<file path="config.mk">
export PLATFORM = sky130hd
export DESIGN_NAME = pwm_mmio_flat
export DESIGN_NICKNAME = d
export VERILOG_FILES = /design/src/rtl/pwm_mmio_if.sv /design/src/rtl/pwm_mmio.sv /design/src/flat_wrapper.sv
export SDC_FILE = /design/constraint.sdc
export NUM_CORES = 1
export LEC_CHECK = 0
export CAP_MARGIN = 20
export CORE_AREA = 10 10 128 130
export DETAILED_ROUTE_END_ITERATION = 16
export DIE_AREA = 0 0 138 140
export SLEW_MARGIN = 20
export SYNTH_ARGS = -nofsm -noshare
export SYNTH_HDL_FRONTEND = slang
export SYNTH_SLANG_ARGS = --single-unit
</file>
<file path="constraint.sdc">
create_clock -name clk -period 3.7 [get_ports clk]
set_clock_uncertainty 0.15 [all_clocks]
set_input_delay 0.555 -clock clk [delete_from_list [all_inputs] [get_ports clk]]
set_output_delay 0.555 -clock clk [all_outputs]
set_load 0.005 [all_outputs]
</file>
<file path="src/rtl/pwm_mmio_if.sv">
// Core data-memory store/load bus as seen by a memory-mapped peripheral.
// The core drives address, lanes and strobes; the peripheral returns load data.
interface pwm_mmio_if;
  logic [31:0] address;
  logic [3:0]  byte_en;
  logic [31:0] write_data;
  logic        mem_read;
  logic [31:0] read_data;

  modport master (
    output address, byte_en, write_data, mem_read,
    input  read_data
  );

  modport slave (
    input  address, byte_en, write_data, mem_read,
    output read_data
  );
endinterface

</file>
<file path="src/rtl/pwm_mmio.sv">
// Memory-mapped complementary PWM with double-buffered period/duty, dead-time
// protected high/low gate drive and a sticky period-wrap interrupt flag.
module pwm_mmio #(
  parameter logic [31:0] BASE_ADDR = 32'h0001_0000,
  parameter int unsigned CNT_W     = 16,
  parameter int unsigned DT_W      = 8
) (
  input  logic       clk,
  input  logic       reset,
  pwm_mmio_if.slave  bus,
  output logic       pwm_hi,
  output logic       pwm_lo,
  output logic       period_irq
);

  typedef enum logic [2:0] {
    S_IDLE,
    S_LO,
    S_DT_LH,
    S_HI,
    S_DT_HL
  } state_e;

  logic             en_q, en_d;
  logic             irq_q, irq_d;
  logic [CNT_W-1:0] period_sh_q, period_sh_d;
  logic [CNT_W-1:0] duty_sh_q, duty_sh_d;
  logic [CNT_W-1:0] period_act_q, period_act_d;
  logic [CNT_W-1:0] duty_act_q, duty_act_d;
  logic [DT_W-1:0]  deadtime_q, deadtime_d;
  logic [CNT_W-1:0] cnt_q, cnt_d;

  state_e           state_q;
  logic [DT_W-1:0]  dt_cnt_q;
  logic             hi_q, lo_q;

  logic             base_hit, sel_ctrl, sel_period, sel_duty, sel_dt, sel_status;
  logic             irq_clr, wrap, en_rise, raw;
  logic [4:0]       offset;
  logic             unused_bus_bits;

  assign offset     = bus.address[4:0];
  assign base_hit   = (bus.address[31:5] == BASE_ADDR[31:5]);
  assign sel_ctrl   = base_hit && (offset == 5'h00);
  assign sel_period = base_hit && (offset == 5'h04);
  assign sel_duty   = base_hit && (offset == 5'h08);
  assign sel_dt     = base_hit && (offset == 5'h0C);
  assign sel_status = base_hit && (offset == 5'h10);

  // Registers are at most 16 bits wide, so the upper store lanes are never used.
  assign unused_bus_bits = ^{bus.write_data[31:16], bus.byte_en[3:2]};

  assign wrap    = en_q && (cnt_q == period_act_q);
  assign en_rise = !en_q && en_d;
  assign raw     = en_q && (cnt_q < duty_act_q);

  // NOTE: every variable assigned in always_comb gets a default first, so no path leaves it unassigned and no latch is inferred.
  always_comb begin
    en_d        = en_q;
    irq_clr     = 1'b0;
    period_sh_d = period_sh_q;
    duty_sh_d   = duty_sh_q;
    deadtime_d  = deadtime_q;

    if (sel_ctrl && bus.byte_en[0]) begin
      en_d    = bus.write_data[0];
      irq_clr = bus.write_data[1];
    end
    if (sel_period) begin
      if (bus.byte_en[0]) period_sh_d[7:0]  = bus.write_data[7:0];
      if (bus.byte_en[1]) period_sh_d[15:8] = bus.write_data[15:8];
    end
    if (sel_duty) begin
      if (bus.byte_en[0]) duty_sh_d[7:0]  = bus.write_data[7:0];
      if (bus.byte_en[1]) duty_sh_d[15:8] = bus.write_data[15:8];
    end
    if (sel_dt && bus.byte_en[0]) deadtime_d = bus.write_data[DT_W-1:0];
  end

  // Shadow values are taken before this edge's store lands, so a store on the
  // wrap edge only applies from the following wrap.
  always_comb begin
    period_act_d = period_act_q;
    duty_act_d   = duty_act_q;
    if (wrap || en_rise) begin
      period_act_d = period_sh_q;
      duty_act_d   = duty_sh_q;
    end

    if (!en_q || wrap) cnt_d = '0;
    else               cnt_d = cnt_q + 1'b1;

    // A wrap on the same edge as a clear keeps the flag set.
    if (wrap)         irq_d = 1'b1;
    else if (irq_clr) irq_d = 1'b0;
    else              irq_d = irq_q;
  end

  // NOTE: sequential state uses non-blocking assignments so every register samples the pre-edge values regardless of statement order.
  always_ff @(posedge clk) begin
    if (reset) begin
      en_q         <= 1'b0;
      irq_q        <= 1'b0;
      period_sh_q  <= '0;
      duty_sh_q    <= '0;
      period_act_q <= '0;
      duty_act_q   <= '0;
      deadtime_q   <= '0;
      cnt_q        <= '0;
    end else begin
      en_q         <= en_d;
      irq_q        <= irq_d;
      period_sh_q  <= period_sh_d;
      duty_sh_q    <= duty_sh_d;
      period_act_q <= period_act_d;
      duty_act_q   <= duty_act_d;
      deadtime_q   <= deadtime_d;
      cnt_q        <= cnt_d;
    end
  end

  // Gate FSM; the gate outputs are registered alongside the state so they never glitch.
  always_ff @(posedge clk) begin
    if (reset) begin
      state_q  <= S_IDLE;
      dt_cnt_q <= '0;
      hi_q     <= 1'b0;
      lo_q     <= 1'b0;
    end else if (!en_q) begin
      state_q <= S_IDLE;
      hi_q    <= 1'b0;
      lo_q    <= 1'b0;
    end else begin
      case (state_q)
        S_IDLE: begin
          state_q <= S_LO;
          hi_q    <= 1'b0;
          lo_q    <= 1'b1;
        end
        S_LO: begin
          if (raw) begin
            lo_q <= 1'b0;
            if (deadtime_q == '0) begin
              state_q <= S_HI;
              hi_q    <= 1'b1;
            end else begin
              state_q  <= S_DT_LH;
              dt_cnt_q <= deadtime_q - 1'b1;
            end
          end
        end
        S_DT_LH: begin
          if (!raw) begin
            state_q <= S_LO;
            lo_q    <= 1'b1;
          end else if (dt_cnt_q == '0) begin
            state_q <= S_HI;
            hi_q    <= 1'b1;
          end else begin
            dt_cnt_q <= dt_cnt_q - 1'b1;
          end
        end
        S_HI: begin
          if (!raw) begin
            hi_q <= 1'b0;
            if (deadtime_q == '0) begin
              state_q <= S_LO;
              lo_q    <= 1'b1;
            end else begin
              state_q  <= S_DT_HL;
              dt_cnt_q <= deadtime_q - 1'b1;
            end
          end
        end
        S_DT_HL: begin
          if (raw) begin
            state_q <= S_HI;
            hi_q    <= 1'b1;
          end else if (dt_cnt_q == '0) begin
            state_q <= S_LO;
            lo_q    <= 1'b1;
          end else begin
            dt_cnt_q <= dt_cnt_q - 1'b1;
          end
        end
        default: begin
          state_q <= S_IDLE;
          hi_q    <= 1'b0;
          lo_q    <= 1'b0;
        end
      endcase
    end
  end

  always_comb begin
    bus.read_data = 32'h0;
    if (bus.mem_read) begin
      if (sel_ctrl)   bus.read_data = {31'h0, en_q};
      if (sel_period) bus.read_data = {{(32-CNT_W){1'b0}}, period_sh_q};
      if (sel_duty)   bus.read_data = {{(32-CNT_W){1'b0}}, duty_sh_q};
      if (sel_dt)     bus.read_data = {{(32-DT_W){1'b0}}, deadtime_q};
      if (sel_status) bus.read_data = {cnt_q, 14'h0, en_q, irq_q};
    end
  end

  assign pwm_hi     = hi_q;
  assign pwm_lo     = lo_q;
  assign period_irq = irq_q;

endmodule

</file>
<file path="src/flat_wrapper.sv">
// flat-port wrapper written by rule: the top's interface ports become plain ports
module pwm_mmio_flat 
#(
  parameter logic [31:0] BASE_ADDR = 32'h0001_0000,
  parameter int unsigned CNT_W     = 16,
  parameter int unsigned DT_W      = 8
)
  (clk, reset, pwm_hi, pwm_lo, period_irq, bus_address, bus_byte_en, bus_write_data, bus_mem_read, bus_read_data);
  pwm_mmio_if bus_i ();
  input  logic clk;
  input  logic reset;
  output logic pwm_hi;
  output logic pwm_lo;
  output logic period_irq;
  input wire logic [$bits(bus_i.address)-1:0] bus_address;
  input wire logic [$bits(bus_i.byte_en)-1:0] bus_byte_en;
  input wire logic [$bits(bus_i.write_data)-1:0] bus_write_data;
  input wire logic [$bits(bus_i.mem_read)-1:0] bus_mem_read;
  output wire logic [$bits(bus_i.read_data)-1:0] bus_read_data;
  assign bus_i.address = bus_address;
  assign bus_i.byte_en = bus_byte_en;
  assign bus_i.write_data = bus_write_data;
  assign bus_i.mem_read = bus_mem_read;
  assign bus_read_data = bus_i.read_data;
  pwm_mmio #(.BASE_ADDR(BASE_ADDR), .CNT_W(CNT_W), .DT_W(DT_W)) u_core (.clk(clk), .reset(reset), .bus(bus_i), .pwm_hi(pwm_hi), .pwm_lo(pwm_lo), .period_irq(period_irq));
endmodule
</file>
Word-level counts from Yosys, hierarchy flattened --
Cells that the tools add are included.
Word-level totals: word-level logic and storage cells 108, memories kept 0, memory bits (read-only) 0, memory bits (writable) 0, register bits after elaboration 103, bits of input ports 71, latch bits 0
Operators by class: order comparisons 1, reductions and logical operators 29, multipliers 0, equality and inequality tests 22, $add $sub $neg 3, shifts and indexed selects 0, bitwise operators 1, multiplexer cells 38, divide/modulo/power cells 0
Operator list (number):
- $mux 32 | 2
- $mux 16 | 3
- $mux 8 | 6
- $pmux 8 s4 | 1
- $eq 27x12->1 const B | 1
- $mux 3 | 7
- $reduce_and 6->1 | 3
- $add 16x1->16 const B | 1
- $eq 16x16->1 | 1
- $logic_not 8->1 | 2
- $lt 16x16->1 | 1
- $mux 1 | 16
- $sub 8x1->8 const B | 2
- $pmux 3 s5 | 1
- $ne 2x1->1 const B | 7
- $eq 5x4->1 const B | 2
- $logic_and 1x1->1 | 10
- $reduce_and 2->1 | 4
- $eq 3x2->1 const B | 2
- $ne 2x2->1 const B | 3
- $eq 5x3->1 const B | 1
- $eq 5x5->1 const B | 1
- $logic_not 5->1 | 1
- $pmux 1 s5 | 1
- 13 further kinds | 15

Longest topological paths before layout --
Gate-level depths: netlist (run 1).
depth in word-level cells 8, depth in mapped cells 11

Worst setup path after synthesis (run 1) --
No wires, ideal clock.
path kind input to output, from in bus_address[12], to out bus_read_data[1], setup slack 0.702 ns, arrival time 2.293 ns, stages on the path 9, buffers on the path 2, cells stage by stage nor4b_1 > and4_1 > nand4_1 > clkbuf_1 > nor4b_1 > clkbuf_1 > nand2_1 > o21ai_0 > o311a_1
Between the ends: cells in the longest elaborated chain, start to end 7, elaborated cells between the ends (all ways) 10, classes of those cells eq/ne (1); mux (5); reduce/logical (4)
Ends and longest elaborated chain:
- start: declaration | line flat_wrapper.sv:15 | input wire logic [$bits(bus_i.address)-1:0] bus_address;
- $eq 27x12->1 (*) | line pwm_mmio.sv:43 | assign base_hit = (bus.address[31:5] == BASE_ADDR[31:5]);
- $logic_and 1x1->1 | line pwm_mmio.sv:45 | assign sel_period = base_hit && (offset == 5'h04);
- $mux 16 | line pwm_mmio.sv:199 | if (sel_period) bus.read_data = {{(32-CNT_W){1'b0}}, period_sh_q};
- $mux 16 | line pwm_mmio.sv:200 | if (sel_duty) bus.read_data = {{(32-CNT_W){1'b0}}, duty_sh_q};
- $mux 16 | line pwm_mmio.sv:201 | if (sel_dt) bus.read_data = {{(32-DT_W){1'b0}}, deadtime_q};
- $mux 32 (*) | line pwm_mmio.sv:202 | if (sel_status) bus.read_data = {cnt_q, 14'h0, en_q, irq_q};
- $mux 32 (*) | line pwm_mmio.sv:197 | if (bus.mem_read) begin
- end: declaration | line flat_wrapper.sv:19 | output wire logic [$bits(bus_i.read_data)-1:0] bus_read_data;
Mark *: on every way between the ends. The rest lies on a longest branch, timed or not.

Final worst setup path (run 1) --
from in bus_address[12], to out bus_read_data[3]
Same word-level chain as after synthesis.

==> results of run 1 <==
## state kept, by name (all words and copies together), names as in the netlist
signal,cells
u_core.period_sh_q,16
u_core.state_q,3
u_core.cnt_q,16
u_core.en_q,1
u_core.duty_act_q,16
u_core.pwm_lo,1
u_core.dt_cnt_q,8
u_core.pwm_hi,1
u_core.period_irq,1
u_core.duty_sh_q,16
u_core.period_act_q,16
u_core.deadtime_q,8
## per-layer routing
layer | track usage | vias to the layer above
met5 | 0 | -
met3 | 0.0372 | 21
li1 | - | 2468
met4 | 0.0627 | 0
met1 | 0.205 | 2302
met2 | 0.230 | 145
## power groups by stage
| stage | clock [mW] | combinational [mW] | sequential, mW |
|---|---|---|---|
| 5_1_grt | 1.09 | 0.131 | 1.11 |
| 2_1_floorplan | 0 | 0.0413 | 1.14 |
| 3_3_place_gp | 0 | 0.117 | 1.14 |
| 6_report | 1.03 | 0.121 | 1.11 |
| 3_5_place_dp | 0 | 0.119 | 1.14 |
| 4_1_cts | 1.05 | 0.120 | 1.11 |
## area by class of cell
class / count / area, sq um / area share
clock buffer: 10 / 239 / 0.0342
clock inverter: 6 / 83.8 / 0.0120
inverter: 21 / 78.8 / 0.0113
multi-input combinational: 497 / 3140 / 0.449
sequential: 103 / 2060 / 0.295
tap: 180 / 225 / 0.0323
timing repair buffer: 114 / 1160 / 0.166
## per-stage QoR
stage	total power [mW]	setup slack, ps	area [sq um]	util	setup TNS [ps]
6_report	2.26	138	6980	0.507	0
3_3_place_gp	1.26	-13.7	6480	0.471	-25.6
2_1_floorplan	1.18	702	5410	-	0
4_1_cts	2.28	1.64	6870	0.498	0
5_1_grt	2.33	1.50	6980	0.507	0
3_5_place_dp	1.26	-52.8	6480	0.471	-246
## worst min-delay path by stage
stage,to,slack (ps),depth (start not counted)
after floorplan,u_core.duty_sh_q[0]$_SDFFE_PP0P_,290,2
after global placement,u_core.pwm_hi$_SDFFE_PP0P_,300,2
after detailed placement,u_core.duty_sh_q[11]$_SDFFE_PP0P_,310,2
after CTS,u_core.duty_sh_q[11]$_SDFFE_PP0P_,320,2
after global routing,u_core.dt_cnt_q[7]$_SDFFE_PP0P_,350,2
final,u_core.pwm_hi$_SDFFE_PP0P_,320,2
## synthesized netlist by cell type (3+ instances only)
master,instances,share of area
a211oi_1,3,0.0042
a21o_1,4,0.0056
a21oi_1,54,0.050
a22oi_1,15,0.021
a31oi_1,3,0.0035
and2_1,15,0.017
and3_1,5,0.0058
buf_2,3,0.0028
buf_6,3,0.0062
clkbuf_1,29,0.020
dfxtp_1,103,0.38
ha_1,17,0.039
inv_1,21,0.015
mux2_2,7,0.015
mux2i_1,45,0.083
nand2_1,69,0.048
nand2b_1,11,0.013
nand3_1,39,0.036
nand4_1,11,0.013
nor2_1,92,0.064
nor2b_1,4,0.0046
nor3_1,8,0.0074
nor4_1,11,0.013
nor4b_1,4,0.0065
o21ai_0,9,0.0083
o31ai_1,3,0.0042
or3_1,3,0.0035
xnor2_1,24,0.039
xor2_1,10,0.016
## worst reg2reg max path, delay by kind of cell, from the launching register on
kind,cells,cell delay (ps)
simple gates,1,200
compound gates,4,1130
flops,1,460
mux,1,660
fa+ha+maj,1,290
## layout by cell type, fill, tap and decap left out, drive strengths merged, types with 4 or more instances in the layout
master	n
mux2i	45
a21o	4
xor2	10
and3	5
nand3	39
nor3	9
nor2b	4
o21ai	11
and2	15
clkdlybuf4s50	67
dfxtp	103
inv	21
dlymetal6s2s	19
nand4	11
nor4b	4
a21oi	54
buf	27
xnor2	24
nand2b	11
mux2	8
ha	17
a22oi	15
nor4	11
nand2	69
clkbuf	10
clkinv	4
nor2	92
## kinds of logic after synthesis
logic type      after synthesis
compound gates              109
xor+xnor                     34
fa+ha+maj                    17
buf+inv                      57
flops                       103
mux                          54
simple gates                283
## repair_timing
item,in CTS,in global routing
setup endpoints to repair,8,27
pin swaps,2,2
gates resized for setup,5,28
cloned,1,1
setup buffers,5,4
==> results.cfg, run 1 <==
[status]
status = complete, no violations

[synth]
synth_mux_area_frac = 0.105
synth_top_family_by_area = simple AND/OR/NAND/NOR gates
synth.distinct_cells = 55
avgSynthCellArea_sq_um = 8.23
synthSimpleGateAreaFrac = 0.248
synthAdderAreaFrac = 0.0394
ys_seq_area_frac = 0.381
ys.flop_type = dfxtp_1
synth-edff-count = 0
syn_inst = 657
synth_fp_nets = 745
synth_xor_area_frac = 0.0551
synth_compound_area_frac = 0.127
synth_area_sq_mm = 0.00541
async_reset_ff_frac = 0
synth_seq_cells = 103
synth_warnings = 0

[critical_path]
reg2regPathDepth = 7
arrival_ps = 2860
cp_max_fo = 6
critPathCapture = bus_read_data[3]
required_ps = 2990
crit_chain = clkdlybuf4s50_1 > nor4b_1 > and4_1 > nand4_1 > buf_6 > inv_1 > nand3_1 > nor2_1 > clkdlybuf4s50_1
crit_cells = 9
critPathCaptureType = output pin
crit_family = buffers and inverters
r2r-end = u_core.dt_cnt_q[6]$_SDFFE_PP0P_
path_common_cell = clkdlybuf4s50_1
worstSetupStartpoint = bus_address[12]
start_kind = primary input
cp_num_buf_inv = 4
slowest_stage = clkdlybuf4s50_1
slowest_delay_ps = 530
criticalPathCategory = primary input to output pin
reg2reg_from = u_core.cnt_q[1]$_SDFF_PP0_
rrSetupSlack_ps = 750

[sta]
setup_viol = 0
finalHoldViolations = 0
max_freq_mhz = 281
fin_crit_sh = 0.963
rsz0062_at_grt = no
fin_crit_ps = 3560
holdWs_ps = 323
timing.slew.headroom = 0.423
tightest_slew_ps = 865
slew_viol_final = 0

[detailed_routing]
post_drt_wl_per_cell_microns = 16.6
wl_met2_microns = 6740
route.met3.wl_microns = 888
drtIter0Drc = 324
vias = 4936
drc = 0
finalWirelength_microns = 15400
top_layer = met4
wl_met1_microns = 7510
firstDrtPassIters = 5
postRouteAntennaNets = 0
viasPerCell = 5.30

[grt]
grt_max_degree = 83
grt.total_usage = 0.153
grt_pass1_vias = 4832
antenna_found_initial = 0
gr-total-overflow = 0
grt_pass1_wl_microns = 24800

[clock_network]
cts.sinks = 103
hold_buffers = 0
cts_made_buffers = 9
clkSlewWorstSetupHoldPaths_ps = 70
cts_root_buffer = clkbuf_16
insertion_delay_ps = 350
h-tree-depth = 3
cts_buffer_depth = 2
tritoncts = done

[layout]
fillers = 1338
drive_above_1_share = 0.0812
stdcell_count = 931
antenna_cells = 0
areaGrowthSynthToFinish_pct = 29.2
finalNetCount = 834

[die]
rows = 43
dieArea_sq_mm = 0.0193
core_sq_mm = 0.0138
die_height_microns = 140
io_pins = 106
initial_core_util = 0.392
die_w_microns = 138

[placed_design]
io_buffers = 87
place_inst = 904
hpwl_microns = 11400
place_congestion = 0.867

[worst_hold_path]
min_path_type = register to register
hold_start = u_core.pwm_hi$_SDFFE_PP0P_

[run]
drv_cap = 0

[power]
power.density_mw_per_mm2 = 324
p_comb_frac = 0.054
p_sw_mw = 0.481
clock_power_share = 0.455
swShare = 0.212
intPower_mw = 1.78
ir_drop_v = 0.000205
power_leakage_nw = 2.70
pwr-share-seq = 0.491
Power figures use the tool's default switching activity.
==> run 2: changes to the inputs <==
SLEW_MARGIN = 40   (was 20)
==> run 2 against run 1 <==
Cell count stayed put; sequential share of layout area about the same; worst setup slack about the same; worst hold slack improved by 3.0 ps; die area unchanged; global-route usage unchanged; final area rose by 0.11%; non-clock buffer count did not move; via count grew 0.12%; flip-flop and latch count stayed put; critical path depth unchanged; critical path type unchanged; critical endpoint unchanged; largest cell class unchanged; largest power group unchanged.
==> results.cfg, run 2 (synthesized netlist as in run 1, its figures left out) <==
[detailed_routing]
firstDrtPassIters = 5
vias = 4942
postRouteAntennaNets = 0
drc = 0
viasPerCell = 5.31
drtIter0Drc = 300
post_drt_wl_per_cell_microns = 16.6
finalWirelength_microns = 15400

[critical_path]
cp_max_fo = 6
arrival_ps = 2860
crit_chain = clkdlybuf4s50_1 > nor4b_1 > and4_1 > nand4_1 > buf_6 > inv_1 > nand3_1 > nor2_1 > clkdlybuf4s50_1
crit_family = buffers and inverters
start_kind = primary input
rrSetupSlack_ps = 850
reg2reg_from = u_core.cnt_q[1]$_SDFF_PP0_
crit_cells = 9
required_ps = 2990
cp_num_buf_inv = 4
criticalPathCategory = primary input to output pin
slowest_delay_ps = 530
critPathCaptureType = output pin
reg2regPathDepth = 7
r2r-end = u_core.dt_cnt_q[6]$_SDFFE_PP0P_
slowest_stage = clkdlybuf4s50_1
path_common_cell = clkdlybuf4s50_1

[worst_hold_path]
worstHoldEndpoint = u_core.pwm_hi$_SDFFE_PP0P_
hold_start = u_core.pwm_hi$_SDFFE_PP0P_
hold_path_depth = 2
min_path_type = register to register

[status]
status = complete, no violations

[layout]
fillers = 1338
areaGrowthSynthToFinish_pct = 29.3
final_area_sq_mm = 0.00699
layout_common_cells = dfxtp_1, nor2_1, nand2_1, clkdlybuf4s50_1, a21oi_1
final_common_cell = dfxtp_1
finalNetCount = 834
antenna_cells = 0
fin_util = 0.507
drive_above_1_share = 0.0826
stdcell_count = 931

[sta]
tightest_slew_ps = 603
fin_crit_ps = 3560
timing.slew.headroom = 0.594
setup_viol = 0
finalHoldViolations = 0
rsz0062_at_grt = no
fin_crit_sh = 0.963
slew_viol_final = 0
max_freq_mhz = 281
holdWs_ps = 326

[power]
swShare = 0.212
ir_drop_v = 0.000205
p_sw_mw = 0.481
clock_power_share = 0.455
power_leakage_nw = 2.70
p_comb_frac = 0.054
intPower_mw = 1.78
power.density_mw_per_mm2 = 324
pwr-share-seq = 0.491
power.total_mw = 2.27

[clock_network]
clkSlewWorstSetupHoldPaths_ps = 70
hold_buffers = 0
insertion_delay_ps = 350
cts_buffer_depth = 2
cts_made_buffers = 9
h-tree-depth = 3
cts.sinks = 103
tritoncts = done
cts_root_buffer = clkbuf_16

[die]
io_pins = 106
core_sq_mm = 0.0138
dieArea_sq_mm = 0.0193
rows = 43
initial_core_util = 0.392
die_height_microns = 140
die_w_microns = 138

[run]
drv_cap = 0

[placed_design]
place_congestion = 0.867
place_inst = 904
hpwl_microns = 11400
place_area_sq_mm = 0.00648
io_buffers = 87

[grt]
grt_max_degree = 83
grt_pass1_wl_microns = 24800
grt_pass1_vias = 4832
grt.total_usage = 0.153
gr-total-overflow = 0
antenna_found_initial = 0
[run 2: worst max path at each step]
stage,from,to,slack (ps)
after floorplan,bus_address[12],bus_read_data[1],700
after global placement,bus_address[6],bus_read_data[14],-10
after detailed placement,bus_address[6],bus_read_data[15],-50
after CTS,bus_address[29],bus_read_data[15],2
after global routing,bus_address[9],bus_read_data[26],1
final,bus_address[12],bus_read_data[3],140
[run 2: area by class of cell]
type	instances	area [sq um]	share of cell area
Sequential cell	103	2060	0.295
Timing Repair Buffer	114	1160	0.166
Clock inverter	6	83.8	0.0120
Inverter	21	78.8	0.0113
Clock buffer	10	239	0.0342
Multi-Input combinational cell	497	3140	0.449
Tap cell	180	225	0.0322
[run 2: per-stage QoR]
step,setup WS (ps),setup TNS (ps)
after floorplan,702,0
after global placement,-13.7,-25.6
after detailed placement,-52.8,-246
after CTS,1.64,0
after global routing,1.50,0
final,137,0
[run 2: tightest hold or removal path: stages (launching register included)]
cell and delay (ps):
dfxtp_1 320, o31ai_1 60, a21oi_1 50
[run 2: power by group through the flow]
stage / clock [mW] / combinational [mW] / sequential [mW]
after floorplan: 0 / 0.0413 / 1.14
after global placement: 0 / 0.117 / 1.14
after detailed placement: 0 / 0.119 / 1.14
after CTS: 1.05 / 0.120 / 1.11
after global routing: 1.09 / 0.131 / 1.11
final: 1.03 / 0.122 / 1.11
[run 2: layer usage]
layer / wire [microns] / track usage / share of wire / vias up
met5: 0 / 0 / 0 / -
met4: 308 / 0.0627 / 0.020 / 0
met3: 868 / 0.0372 / 0.056 / 19
met2: 6760 / 0.230 / 0.44 / 140
met1: 7500 / 0.205 / 0.49 / 2315
li1: - / - / - / 2468
[run 2: repair_timing]
action                     in CTS  in global routing
gates resized for setup         5                 28
setup buffers                   5                  4
pin swaps                       2                  2
setup endpoints to repair       8                 27
gates cloned                    1                  1
